$ cat config.mk
export PLATFORM = sky130hd
export DESIGN_NAME = dbus_arbiter_flat
export DESIGN_NICKNAME = d
export VERILOG_FILES = /design/src/rtl/dbus_arbiter_if.sv /design/src/rtl/dbus_arbiter.sv /design/src/flat_wrapper.sv
export SDC_FILE = /design/constraint.sdc
export NUM_CORES = 1
export LEC_CHECK = 0
export ABC_AREA = 1
export BUFFER_PORTS_ARGS = -buffer_cell sky130_fd_sc_hd__buf_2
export CORE_AREA = 2 2 123 125
export CTS_BUF_LIST = sky130_fd_sc_hd__clkbuf_2 sky130_fd_sc_hd__clkbuf_4 sky130_fd_sc_hd__clkbuf_8
export DETAILED_ROUTE_END_ITERATION = 12
export DIE_AREA = 0 0 125 127
export PLACE_DENSITY = 0.73
export SLEW_MARGIN = 20
export SYNTH_ARGS = -nofsm -noshare
export SYNTH_HDL_FRONTEND = slang
export SYNTH_SLANG_ARGS = --single-unit
$ cat constraint.sdc
create_clock -name clk -period 5.1 [get_ports clk]
set_input_delay 1.02 -clock clk [delete_from_list [all_inputs] [get_ports clk]]
set_output_delay 1.02 -clock clk [all_outputs]
set_load 0.005 [all_outputs]
$ cat src/rtl/dbus_arbiter_if.sv
// Data-bus request/response types and the handshake interface shared by the
// two pipeline lanes and the single data bus.
package dbus_pkg;

  typedef struct packed {
    logic        valid;
    logic [31:0] addr;
    logic [2:0]  size;
    logic [3:0]  strobe;
    logic [31:0] data;
  } dbus_req_t;

  typedef struct packed {
    logic        addr_ok;
    logic        data_ok;
    logic [31:0] data;
  } dbus_resp_t;

endpackage

interface dbus_if;
  import dbus_pkg::*;

  dbus_req_t  req;
  dbus_resp_t resp;

  // The requester drives req; the responder answers on resp.
  modport master (output req, input resp);
  modport slave  (input req, output resp);
endinterface

$ cat src/rtl/dbus_arbiter.sv
// Two-to-one data-bus arbiter with grant locking until addr_ok and an owner
// FIFO that routes each data_ok back to the lane that issued it.
module dbus_arbiter
  import dbus_pkg::*;
#(
  parameter int MAX_OUTSTANDING = 2
) (
  input  logic   clk,
  input  logic   reset,
  dbus_if.slave  dbus0,
  dbus_if.slave  dbus1,
  dbus_if.master dbus
);

  localparam int PTR_W = (MAX_OUTSTANDING > 1) ? $clog2(MAX_OUTSTANDING) : 1;
  localparam int CNT_W = $clog2(MAX_OUTSTANDING + 1);
  localparam logic [CNT_W-1:0] MAX_CNT  = CNT_W'(MAX_OUTSTANDING);
  localparam logic [PTR_W-1:0] LAST_PTR = PTR_W'(MAX_OUTSTANDING - 1);

  typedef enum logic [1:0] {
    G_NONE,
    G_LANE0,
    G_LANE1
  } grant_t;

  grant_t     state, state_next;
  dbus_req_t  lreq, lreq_next;
  dbus_req_t  sel_req;
  logic       wd, wd_next;

  logic       fifo_owner [MAX_OUTSTANDING];
  logic       fifo_drop  [MAX_OUTSTANDING];
  logic [PTR_W-1:0] head, tail;
  logic [CNT_W-1:0] count;

  logic full, presented, pres_owner, pres_drop;
  logic accept, bypass, push, pop;
  logic route_valid, route_owner, route_drop;

  // full depends only on registered count, keeping data_ok off the dreq.valid path
  assign full = (count == MAX_CNT);

  always_comb begin
    state_next = state;
    lreq_next  = lreq;
    wd_next    = wd;
    sel_req    = '0;
    dbus.req   = '0;
    presented  = 1'b0;
    pres_owner = 1'b0;
    pres_drop  = 1'b0;
    unique case (state)
      G_NONE: begin
        if (!full && (dbus0.req.valid || dbus1.req.valid)) begin
          presented  = 1'b1;
          pres_owner = !dbus0.req.valid;
          sel_req    = pres_owner ? dbus1.req : dbus0.req;
          dbus.req   = sel_req;
          if (!dbus.resp.addr_ok) begin
            state_next = pres_owner ? G_LANE1 : G_LANE0;
            lreq_next  = sel_req;
            wd_next    = 1'b0;
          end
        end
      end
      G_LANE0, G_LANE1: begin
        // The bus keeps seeing the latched copy even if the lane withdraws.
        presented      = 1'b1;
        pres_owner     = (state == G_LANE1);
        dbus.req       = lreq;
        dbus.req.valid = 1'b1;
        pres_drop      = wd | !(pres_owner ? dbus1.req.valid : dbus0.req.valid);
        wd_next        = pres_drop;
        if (dbus.resp.addr_ok) begin
          state_next = G_NONE;
          wd_next    = 1'b0;
        end
      end
      default: state_next = G_NONE;
    endcase
  end

  // A data_ok arriving with an empty FIFO belongs to the transaction accepted now.
  assign accept      = presented && dbus.resp.addr_ok;
  assign bypass      = accept && dbus.resp.data_ok && (count == '0);
  assign push        = accept && !bypass;
  assign pop         = dbus.resp.data_ok && (count != '0);
  assign route_valid = pop || bypass;
  assign route_owner = pop ? fifo_owner[head] : pres_owner;
  assign route_drop  = pop ? fifo_drop[head]  : pres_drop;

  assign dbus0.resp.addr_ok = accept && !pres_owner && !pres_drop;
  assign dbus1.resp.addr_ok = accept &&  pres_owner && !pres_drop;
  assign dbus0.resp.data_ok = dbus.resp.data_ok && route_valid && !route_owner && !route_drop;
  assign dbus1.resp.data_ok = dbus.resp.data_ok && route_valid &&  route_owner && !route_drop;
  assign dbus0.resp.data    = dbus.resp.data;
  assign dbus1.resp.data    = dbus.resp.data;

  always_ff @(posedge clk) begin
    if (reset) begin
      state <= G_NONE;
      lreq  <= '0;
      wd    <= 1'b0;
      head  <= '0;
      tail  <= '0;
      count <= '0;
    end else begin
      state <= state_next;
      lreq  <= lreq_next;
      wd    <= wd_next;
      if (push) tail <= (tail == LAST_PTR) ? '0 : tail + 1'b1;
      if (pop)  head <= (head == LAST_PTR) ? '0 : head + 1'b1;
      if (push && !pop)      count <= count + 1'b1;
      else if (pop && !push) count <= count - 1'b1;
    end
  end

  always_ff @(posedge clk) begin
    if (push) begin
      fifo_owner[tail] <= pres_owner;
      fifo_drop[tail]  <= pres_drop;
    end
  end

endmodule
$ cat src/flat_wrapper.sv
// flat-port wrapper written by rule: the top's interface ports become plain ports
module dbus_arbiter_flat import dbus_pkg::*;
#(
  parameter int MAX_OUTSTANDING = 2
)
  (clk, reset, dbus0_req, dbus0_resp, dbus1_req, dbus1_resp, dbus_req, dbus_resp);
  dbus_if dbus0_i ();
  dbus_if dbus1_i ();
  dbus_if dbus_i ();
  input  logic clk;
  input  logic reset;
  input wire logic [$bits(dbus0_i.req)-1:0] dbus0_req;
  output wire logic [$bits(dbus0_i.resp)-1:0] dbus0_resp;
  input wire logic [$bits(dbus1_i.req)-1:0] dbus1_req;
  output wire logic [$bits(dbus1_i.resp)-1:0] dbus1_resp;
  output wire logic [$bits(dbus_i.req)-1:0] dbus_req;
  input wire logic [$bits(dbus_i.resp)-1:0] dbus_resp;
  assign dbus0_i.req = dbus0_req;
  assign dbus0_resp = dbus0_i.resp;
  assign dbus1_i.req = dbus1_req;
  assign dbus1_resp = dbus1_i.resp;
  assign dbus_req = dbus_i.req;
  assign dbus_i.resp = dbus_resp;
  dbus_arbiter #(.MAX_OUTSTANDING(MAX_OUTSTANDING)) u_core (.clk(clk), .reset(reset), .dbus0(dbus0_i), .dbus1(dbus1_i), .dbus(dbus_i));
endmodule
Word level (Yosys, flattened, before mapping) --
Memories as Yosys holds them, arrays and structs flattened. A register that Yosys moved wholly into a read port is not among the register bits. Index checks and enable logic that the tools add are counted.
Storage, ports and cells: memory bits (writable) 4, input bits 180, memories kept 2, flip-flop bits (word level) 78, output and inout port bits 140
Operators by class: bitwise gates (word level) 2, multiplexer cells 30, add/sub/neg operators 4, reduce and logical (&&, ||, !) cells 38, equal/unequal tests 6
Memory list:
- u_core.fifo_drop | depth 2, width 1, rd ports 1, clocked after memory_dff 1, write ports 1, line dbus_arbiter.sv:32 | logic fifo_drop [MAX_OUTSTANDING];
- u_core.fifo_owner | depth 2, width 1, rd ports 1, clocked after memory_dff 1, write ports 1, line dbus_arbiter.sv:31 | logic fifo_owner [MAX_OUTSTANDING];
Operators with widths (number):
- 72-bit two-way mux | 2
- 72-bit one-hot mux with 2 select lines | 1
- 1-bit logical AND | 17
- 1-bit two-way mux | 17
- 2-bit two-way mux | 6
- 1-bit logical NOT | 10
- 3-bit AND reduction | 3
- 1-bit one-hot mux with 2 select lines | 3
- 2-bit nonzero test | 3
- 2-bit equality test (second input constant) | 2
- 2-bit logical NOT | 2
- 2-bit != test (second input constant) | 2
- 2-bit one-hot mux with 2 select lines | 1
- 1-bit adder (second input constant) | 2
- 2-bit by 1-bit adder with 2-bit output (second input constant) | 1
- 2-bit by 1-bit equality test with 1-bit output (second input constant) | 1
- 1-bit logical OR | 2
- 2-bit by 1-bit != test with 1-bit output (second input constant) | 1
- 2-bit OR reduction | 1
- 2-bit by 1-bit subtractor with 2-bit output (second input constant) | 1
- 1-bit NOT | 1
- 1-bit bitwise OR | 1

Depth between registers and ports, before layout --
Gate-level depths: netlist (run 1).
depth in word-level cells 14, gate-level depth with buffers 10

Worst setup path after synthesis (run 1) --
No wires, ideal clock.
path kind input to output, start in dbus0_req[71], end out dbus0_resp[32], setup slack 2.259 ns, stages on the path 6, arrival time 1.821 ns, path through buf_2 > nor2_1 > nand2_1 > o22ai_1 > o21ai_0 > nor2b_1
RTL lines:
- start, declared | line flat_wrapper.sv:12 | input wire logic [$bits(dbus0_i.req)-1:0] dbus0_req;
- 1-bit logical OR | line dbus_arbiter.sv:54 | if (!full && (dbus0.req.valid || dbus1.req.valid)) begin
- 1-bit logical AND | line dbus_arbiter.sv:54
- 1-bit two-way mux * | line dbus_arbiter.sv:54
- 1-bit one-hot mux with 2 select lines * | line dbus_arbiter.sv:52 | unique case (state)
- named net u_core.pres_owner | line dbus_arbiter.sv:36 | logic full, presented, pres_owner, pres_drop;
- 1-bit two-way mux * | line dbus_arbiter.sv:89 | assign route_owner = pop ? fifo_owner[head] : pres_owner;
- 1-bit logical NOT * | line dbus_arbiter.sv:94 | assign dbus0.resp.data_ok = dbus.resp.data_ok && route_valid && !route_owner && !route_drop;
- 1-bit logical AND * (2 in a row) | line dbus_arbiter.sv:94
- end, declared | line flat_wrapper.sv:13 | output wire logic [$bits(dbus0_i.resp)-1:0] dbus0_resp;
Mark *: on every way through the listed nets, which the timed path passes. The rest lies on a longest branch.

Final worst setup path (run 1) --
start in dbus0_req[71], end out dbus_req[11]
On the way: cells in the longest elaborated chain, start to end 4
Ends and longest elaborated chain:
- 1-bit logical OR | line dbus_arbiter.sv:54
- 1-bit logical AND | line dbus_arbiter.sv:54
- 72-bit two-way mux * | line dbus_arbiter.sv:54
- 72-bit one-hot mux with 2 select lines * | line dbus_arbiter.sv:52
- end, declared | line flat_wrapper.sv:16 | output wire logic [$bits(dbus_i.req)-1:0] dbus_req;
Mark *: on every way between the ends. The rest lies on a longest branch, timed or not.

==> results of run 1 <==
==> worst max-delay path: stages <==
cell     delay [ps]
buf_2            90
inv_2            30
nand2_1         100
nand3_1         150
inv_2           540
buf_4           400
nand2_1          90
a21oi_1         140
buf_2           130
==> cells by family after synthesis <==
| family | synth area share, % |
|---|---|
| DFF | 30.7 |
| muxes | 0.361 |
| buffers and inverters | 15.2 |
| AOI/OAI and AO/OA | 15.2 |
| and+or+nand+nor | 37.9 |
| adders and majority gates | 0.677 |
==> sequential cells by signal, indices dropped and copies added (netlist names), named ones only <==
name               flops
u_core.lreq           71
u_core.count           2
u_core.fifo_drop       2
u_core.fifo_owner      2
u_core.state           2
u_core.head            1
u_core.tail            1
u_core.wd              1
==> layout make-up <==
class                      count  area, sq um
tap                          184          230
inverter                      15         58.8
multi-input combinational    707         3010
sequential                    83         1700
clock inverter                 6         56.3
timing repair buffer         230         1170
clock buffer                  10          131
fill                        1641         8070
==> power breakdown <==
part / total [W] / internal (W) / leakage (nW) / switching [W]
clock: 0.000473 / 0.000228 / 0.0969 / 0.000245
sequential: 0.000746 / 0.000715 / 0.683 / 0.0000309
combinational: 0.000717 / 0.000269 / 2.37 / 0.000447
==> routing by layer <==
layer	up-vias	GRT usage [%]	part of all wire, %
li1	3077	-	-
met2	192	33.8	48
met3	34	4.44	6.6
met1	2610	23.6	43
met5	-	0	0
met4	0	7.71	2.5
==> placed cells by master, fill, tap and decap left out <==
master,synthesis,routed
nand2_1,505,505
edfxtp_1,4,4
nand2_4,1,1
dfxtp_1,79,79
inv_1,12,12
clkbuf_4,0,1
nor3_1,1,1
clkinvlp_4,0,1
clkinv_2,0,3
clkbuf_8,0,9
o21a_1,1,1
nand3_2,1,1
a21oi_2,11,11
buf_2,20,223
o21ai_0,6,6
o22ai_1,1,1
clkinv_1,0,1
buf_4,64,7
a21oi_1,140,140
nor2b_1,1,1
nor3b_1,1,1
mux2i_1,2,2
nand3_1,5,5
ha_2,0,2
inv_2,2,2
nand4_1,1,1
inv_4,1,1
nand2_2,11,11
bufinv_16,0,1
ha_1,3,1
nor2_1,15,15
nor2_4,1,1
==> metrics by stage <==
stage / hold WS (ps) / total power (W)
final: 465 / 0.00194
after floorplan: 425 / 0.00127
after global placement: 439 / 0.00148
after global routing: 482 / 0.00209
after CTS: 463 / 0.00196
after detailed placement: 449 / 0.00149
==> path summary, 6_finish.rpt <==
path	startpoint	to	cells after the start
max	dbus0_req[71]	dbus_req[11]	9
min	u_core.head$_SDFFE_PP0P_	u_core.head$_SDFFE_PP0P_	1
max reg2reg	u_core.count[0]$_SDFFE_PP0P_	u_core.lreq[22]$_SDFFE_PP0P_	8
min reg2reg	u_core.head$_SDFFE_PP0P_	u_core.head$_SDFFE_PP0P_	1
==> cell usage after synthesis, types with 2 or more instances <==
library cell and n:
nand2_2 11, mux2i_1 2, ha_1 3, clkbuf_1 32, a21oi_1 140, nor2_1 15, buf_2 20, dfxtp_1 79
buf_4 64, nand3_1 5, buf_6 7, nand2_1 505, inv_1 12, inv_2 2, o21ai_0 6, edfxtp_1 4
a21oi_2 11
==> flow_summary_export.csv, run 1 <==
group,metric,value,unit
logic_synthesis,synth_area_per_cell,5.97,sq um
cells_and_area,finalNetCount,1229,
route,dr.pass1.iters,5,
sta,hold_violations,0,
floorplan,dieArea,15900,sq um
cells_and_area,syn_to_final_growth,14.6,%
placed_design,pre_cts_ws,1340,ps
flow_run,drv_cap,0,
global_route,first_global_vias,5378,
sta,slew_headroom,40.6,%
global_route,grt_max_degree,75,
cts,htreeDepth,3,
sta,post-route-min-period,3760,ps
logic_synthesis,ys_dominant_reg_cell,"dfxtp_1",
logic_synthesis,yosysWarningCount,0,
cells_and_area,finalNonFillerCells,1235,
logic_synthesis,synth.net_count,1112,
cts,cts_setup_buffers,0,
cts,cts-root-buf,"clkbuf_8",
sta,fmax,0.266,GHz
setup_path,critPathRequiredTime,4080,ps
power,vdd_drop_max,0.000122,V
sta,rsz0062_at_grt,"false",
cts,cts_resized,0,
logic_synthesis,synthCells,929,
worst_hold_path,holdCritPathClass,"reg2reg",
logic_synthesis,yosysTopAreaCellShare,34.2,%
route,wl,15800,microns
cts,clock_latency,370,ps
route,via_per_inst,4.79,
route,via_count,5913,
logic_synthesis,synth-edff-count,4,
route,wire_per_inst,12.8,microns
outcome,outcome,"finished clean",
cts,postCtsHoldBufs,0,
cts,cts_tree,"built",
logic_synthesis,synth_area,5550,sq um
route,ant_nets,0,
power,leakagePower,3.15,nW
cts,clkSlewWorstSetupHoldPaths,80,ps
global_route,antenna_found_initial,1,
sta,tightest_slew,891,ps
sta,setup-tns-final,0,ps
floorplan,num_rows,44,
setup_path,rrSetupSlack,2660,ps
placed_design,portBuffers,223,
setup_path,worst-setup-path-type,"in2out",
floorplan,start_util,38.4,%
cts,cts_made_buffers,9,
sta,post-route-period-util,73.7,%
placed_design,dpl-instance-area,6170,sq um
logic_synthesis,ys_seq_area_share,30.7,%
sta,slew_violations,0,
logic_synthesis,async_reset_ff_share,0,%
logic_synthesis,synth_largest_area_cell,"nand2_1",
floorplan,fp.coreArea,14400,sq um
cells_and_area,final_util,44.0,%
global_route,grt_usage,19.5,%
setup_path,cp_max_fo,38,
cells_and_area,drive_gt1_share,26.2,%
floorplan,die_w,125,microns
cells_and_area,diodes,0,
logic_synthesis,synth.area.top_cells,"nand2_1, dfxtp_1, a21oi_1, buf_4, clkbuf_1",
cts,cts_sinks,83,
sta,setup_violations,0,
global_route,grt_pass1_wl,25800,microns
logic_synthesis,synth-seq-cells,83,
setup_path,critPathLaunchType,"input port",
global_route,grt-ovfl-total,0,
route,drt_iter0_drc,373,
placed_design,dpl.hpwl,10600,microns
sta,setup_ws,1340,ps
floorplan,die_h,127,microns
route,drc,0,
setup_path,crit_arrival,2740,ps
placed_design,gp_congestion,0.824,
floorplan,io_pins,320,
sta,fin_worst_skew,10.3,ps
cts,cts_buffer_depth,2,
logic_synthesis,ys_types,28,
placed_design,dp_cells,1219,
cells_and_area,fin_area,6350,sq um
setup_path,critPathCaptureType,"primary output",
power,power_per_cell_area,305,nW/um^2
No activity file was read; power rests on OpenSTA's default activity.
==> run 2, diff against run 1 <==
ABC_AREA = 0   (was 1)
CORE_AREA = 2 2 126 128   (was 2 2 123 125)
DIE_AREA = 0 0 128 130   (was 0 0 125 127)
PLACE_DENSITY = 0.72   (was 0.73)
clock period = 3.9 ns   (was 5.1 ns; I/O delays follow)
==> flow_summary_export.csv, run 2 <==
group,metric,value,unit
route,dr.pass1.iters,4,
sta,slew_headroom,44.2,%
cts,htreeDepth,3,
power,p_switching,0.000766,W
power,sequentialPowerShare,40.7,%
cells_and_area,top_register,"u_core.lreq",
cts,cts-root-buf,"clkbuf_8",
sta,post-route-period-util,84.7,%
global_route,grt_pass1_wl,26000,microns
setup_path,crit_arrival,2520,ps
global_route,antenna_found_initial,0,
sta,setup_violations,0,
global_route,grt_max_degree,46,
route,wire_per_inst,16.2,microns
setup_path,r2r.worst_path.cells,6,
floorplan,num_rows,46,
power,vdd_drop_max,0.000135,V
global_route,grt_usage,19.4,%
placed_design,gp_congestion,0.760,
cts,cts_buffer_depth,2,
placed_design,portBuffers,223,
logic_synthesis,synth_area,5760,sq um
logic_synthesis,ys_seq_area_share,29.6,%
logic_synthesis,yosysMostFrequentCell,"nor2_1",
logic_synthesis,ys_types,39,
route,via_per_inst,5.49,
floorplan,die_w,128,microns
cells_and_area,syn_to_final_growth,14.9,%
logic_synthesis,synth_largest_area_cell,"dfxtp_1",
cts,cts_made_buffers,9,
power,power_per_cell_area,356,nW/um^2
logic_synthesis,synth_area_per_cell,8.04,sq um
worst_hold_path,holdCritPathClass,"reg2reg",
setup_path,cp_max_fo,23,
logic_synthesis,ys_dominant_reg_cell,"dfxtp_1",
floorplan,die_h,130,microns
logic_synthesis,synth-edff-count,4,
worst_hold_path,hold_depth,2,
cts,postCtsHoldBufs,0,
logic_synthesis,yosysWarningCount,0,
placed_design,dpl.hpwl,11100,microns
cts,cts_resized,0,
floorplan,start_util,37.3,%
setup_path,worst-setup-path-type,"reg2out",
global_route,first_global_vias,5192,
cells_and_area,largest_reg_flops,71,
sta,hold_violations,0,
route,wl,16600,microns
cells_and_area,final_common_cell,"buf_2",
sta,fin_worst_skew,7.96,ps
sta,post-route-min-period,3300,ps
cells_and_area,finalNetCount,1012,
sta,setup-tns-final,0,ps
global_route,grt-ovfl-total,0,
logic_synthesis,synth_common_cells,"nor2_1, dfxtp_1, buf_4, mux2_2, nand2_1",
sta,tightest_slew,837,ps
cells_and_area,final_util,42.9,%
logic_synthesis,yosysTopAreaCellShare,27.5,%
cts,cts_sinks,83,
logic_synthesis,synth-seq-cells,83,
cells_and_area,final_cell_mix,"buf_2, nor2_1, dfxtp_1, mux2_2, nand2_1",
sta,slew_violations,0,
cells_and_area,drive_gt1_share,40.6,%
setup_path,rrSetupSlack,1150,ps
outcome,outcome,"finished clean",
flow_run,drv_cap,0,
setup_path,critPathCaptureType,"primary output",
floorplan,io_pins,320,
logic_synthesis,synthCells,716,
setup_path,critPathRequiredTime,3120,ps
floorplan,fp.coreArea,15400,sq um
power,leakagePower,2.96,nW
logic_synthesis,synth.area.top_cells,"dfxtp_1, mux2_2, a2bb2oi_1, buf_4, nand4_1",
cells_and_area,diodes,0,
route,ant_nets,0,
power,power.clock.fraction,25.6,%
sta,rsz0062_at_grt,"false",
cts,clkSlewWorstSetupHoldPaths,80,ps
floorplan,dieArea,16600,sq um
logic_synthesis,synth.net_count,899,
route,via_count,5621,
cts,cts_tree,"built",
power,pwr-share-comb,33.8,%
cts,cts_setup_buffers,0,
route,drc,0,
setup_path,critPathLaunchType,"register",
cts,clock_latency,350,ps
power,p_sw_share,32.5,%
logic_synthesis,async_reset_ff_share,0,%
route,drt_iter0_drc,311,
power,p_int,0.00159,W
sta,fmax,0.303,GHz
run 2: cell count changes after synthesis, moves of 11 or more:
cell,before,now
a21oi_1,140,73
nor2_1,15,80
a2bb2oi_1,0,71
mux2_2,0,74
nand2_1,505,74
nand2_2,11,0
nand4_1,1,71
a21oi_2,11,0
run 2: final timing paths:
kind,start,to
min reg2reg,u_core.lreq[20]$_SDFFE_PP0P_,u_core.lreq[20]$_SDFFE_PP0P_
min,u_core.lreq[20]$_SDFFE_PP0P_,u_core.lreq[20]$_SDFFE_PP0P_
max,u_core.state[1]$_SDFFE_PP0P_,dbus0_resp[32]
max reg2reg,u_core.count[0]$_SDFFE_PP0P_,u_core.lreq[6]$_SDFFE_PP0P_
run 2: kinds of logic (layout without fill, tap and decap cells):
family                   after synthesis  count (layout)  share of synthesized area [%]
XOR/XNOR                               1               1                          0.152
buffers and inverters                146             262                           14.8
AO/OA/AOI/OAI                        160             160                           19.4
multiplexers                          78              78                           15.2
flip-flops                            83              83                           29.6
AND/OR/NAND/NOR                      245             245                           20.2
adder cells (fa/ha/maj)                3               3                          0.652
run 2: cell type report:
class / count / area, sq um
Clock inverter: 5 / 56.3
Timing Repair Buffer: 241 / 1250
Multi-Input combinational cell: 487 / 3210
Clock buffer: 9 / 124
Sequential cell: 83 / 1700
Tap cell: 192 / 240
Fill cell: 1585 / 8810
Inverter: 7 / 26.3
run 2: routing by layer:
metal	global-route usage, %	routed length (microns)
met4	8.66	409
met1	24.9	7420
met5	0	0
met3	3.32	914
met2	32.1	7860
run 2: per-stage QoR:
stage                     area, sq um  setup WS [ps]  total power [W]  hold slack, ps  cells
after floorplan                  5760           1330          0.00154             456    716
after global placement           6440            822          0.00176             465   1010
after detailed placement         6440            800          0.00177             474   1010
after CTS                        6620            590          0.00239             498   1024
after global routing             6620            393          0.00251             515   1024
final                            6620            596          0.00235             490   1024
run 2: power groups by stage:
stage / Clock [W] / Sequential (W) / Combinational [W]
floorplan: 0 / 0.000967 / 0.000569
global placement: 0 / 0.000974 / 0.000790
detailed placement: 0 / 0.000975 / 0.000796
CTS: 0.000631 / 0.000957 / 0.000800
global route: 0.000660 / 0.000966 / 0.000882
finish: 0.000602 / 0.000958 / 0.000795
run 2: critical path, stage by stage (launching register included):
cell	delay [ps]
dfxtp_1	380
inv_1	90
ha_2	540
and3b_1	260
a31oi_2	170
nand2b_1	270
a211oi_1	290
buf_2	160
==> run 3, diff against run 2 <==
CORE_AREA = 2 2 124 126   (was 2 2 126 128)
DIE_AREA = 0 0 126 128   (was 0 0 128 130)
PLACE_DENSITY = 0.77   (was 0.72)
clock period = 2.7 ns   (was 3.9 ns; I/O delays follow)
==> flow_summary_export.csv, run 3 (synthesized netlist as in run 2, its figures left out) <==
group,metric,value,unit
power,power_per_cell_area,517,nW/um^2
power,pwr-share-comb,33.9,%
global_route,grt_pass1_wl,26800,microns
sta,tightest_slew,571,ps
floorplan,num_rows,45,
power,power.clock.fraction,26.3,%
cts,clkSlewWorstSetupHoldPaths,80,ps
cts,cts_tree,"built",
route,drc,0,
cells_and_area,syn_to_final_growth,16.5,%
placed_design,portBuffers,223,
cells_and_area,final_common_cell,"buf_2",
sta,hold_violations,0,
route,wire_per_inst,16.2,microns
sta,slew_headroom,61.9,%
setup_path,critPathRequiredTime,2160,ps
floorplan,die_h,128,microns
floorplan,die_w,126,microns
sta,post-route-period-util,95.6,%
worst_hold_path,holdCritPathClass,"in2reg",
worst_hold_path,hold_depth,2,
power,sequentialPowerShare,39.9,%
setup_path,crit_arrival,2040,ps
setup_path,critPathLaunchType,"register",
cts,cts_buffer_depth,2,
placed_design,dpl.hpwl,11000,microns
sta,fmax,0.388,GHz
cts,cts_sinks,83,
cells_and_area,diodes,0,
floorplan,fp.coreArea,14900,sq um
power,p_switching,0.00110,W
cts,clock_latency,360,ps
global_route,antenna_found_initial,0,
cells_and_area,finalNetCount,1013,
cells_and_area,drive_gt1_share,41.0,%
global_route,grt_max_degree,78,
route,ant_nets,0,
setup_path,cp_max_fo,4,
outcome,outcome,"finished clean",
cts,cts-root-buf,"clkbuf_8",
cells_and_area,final_cell_mix,"buf_2, nor2_1, dfxtp_1, mux2_2, nand2_1",
cts,htreeDepth,3,
cells_and_area,largest_reg_flops,71,
sta,fin_worst_skew,9.69,ps
setup_path,r2r.worst_path.cells,7,
route,via_per_inst,5.52,
power,vdd_drop_max,0.000217,V
cts,cts_setup_buffers,0,
global_route,grt-ovfl-total,0,
power,p_int,0.00237,W
sta,rsz0062_at_grt,"false",
route,dr.pass1.iters,4,
setup_path,critPathCaptureType,"primary output",
cells_and_area,top_register,"u_core.lreq",
sta,setup-tns-final,0,ps
sta,slew_violations,0,
setup_path,worst-setup-path-type,"reg2out",
global_route,grt_usage,20.2,%
global_route,first_global_vias,5393,
power,leakagePower,3.00,nW
floorplan,dieArea,16100,sq um
route,wl,16600,microns
flow_run,drv_cap,0,
route,drt_iter0_drc,308,
floorplan,start_util,38.7,%
sta,post-route-min-period,2580,ps
floorplan,io_pins,320,
cells_and_area,final_util,45.1,%
route,via_count,5646,
power,p_sw_share,31.8,%
placed_design,gp_congestion,0.777,
sta,setup_violations,0,
cts,cts_made_buffers,9,
run 3: cell count changes in the layout (fill, tap and decap cells not counted), sizes merged:
cell and delta:
buf +1, clkbuf +3, clkinvlp -1, clkinv -1
run 3: cell type report:
cell class | count | area [sq um]
flip-flops and latches | 83 | 1700
repair buffers | 242 | 1330
multi-input cells | 487 | 3220
inverters | 7 | 26.3
fillers | 1464 | 8160
clock inverters | 3 | 40.0
clock buffers | 12 | 153
well taps | 188 | 235
run 3: layer usage:
layer	vias up	routed length, microns	track usage, %
met5	-	0	0
met4	0	458	8.73
met3	44	1000	3.30
met2	205	8080	34.7
met1	2661	7010	25.2
li1	2736	-	-
run 3: power by group through the flow:
stage               logic, W  clock network, W  registers (W)
global route         0.00130          0.000998        0.00139
finish               0.00117          0.000911        0.00138
detailed placement   0.00118                 0        0.00141
floorplan           0.000822                 0        0.00140
global placement     0.00116                 0        0.00140
CTS                  0.00118          0.000953        0.00138
run 3: repair_timing:
action / CTS / global route
endpoints found under the setup margin: 0 / 24
resized for setup: 0 / 5
hold buffers: 0 / 0
run 3: worst paths after layout:
kind / slack (ps) / to / start
setup / recovery: 120 / dbus1_resp[32] / u_core.state[0]$_SDFFE_PP0P_
hold / removal: 470 / u_core.state[0]$_SDFFE_PP0P_ / dbus0_req[71]
setup reg to reg: 500 / u_core.lreq[59]$_SDFFE_PP0P_ / u_core.state[0]$_SDFFE_PP0P_
hold reg to reg: 490 / u_core.lreq[27]$_SDFFE_PP0P_ / u_core.lreq[27]$_SDFFE_PP0P_
run 3: critical path, stage by stage, from the launching register on:
cell and delay [ps]:
dfxtp_1 390, inv_1 80, ha_2 360, and3b_1 180
a31oi_2 40, nand2b_2 230, a211oi_2 240, buf_2 150
run 3: per-stage QoR:
stage / worst slack (ps) / total power, W / instance area [sq um] / instances / hold WS (ps)
2_1_floorplan: 558 / 0.00222 / 5760 / 716 / 456
3_3_place_gp: 381 / 0.00256 / 6500 / 1007 / 464
3_5_place_dp: 361 / 0.00259 / 6500 / 1007 / 473
4_1_cts: 41.0 / 0.00352 / 6690 / 1022 / 440
5_1_grt: 1.11 / 0.00369 / 6710 / 1022 / 467
6_report: 120 / 0.00347 / 6710 / 1022 / 473
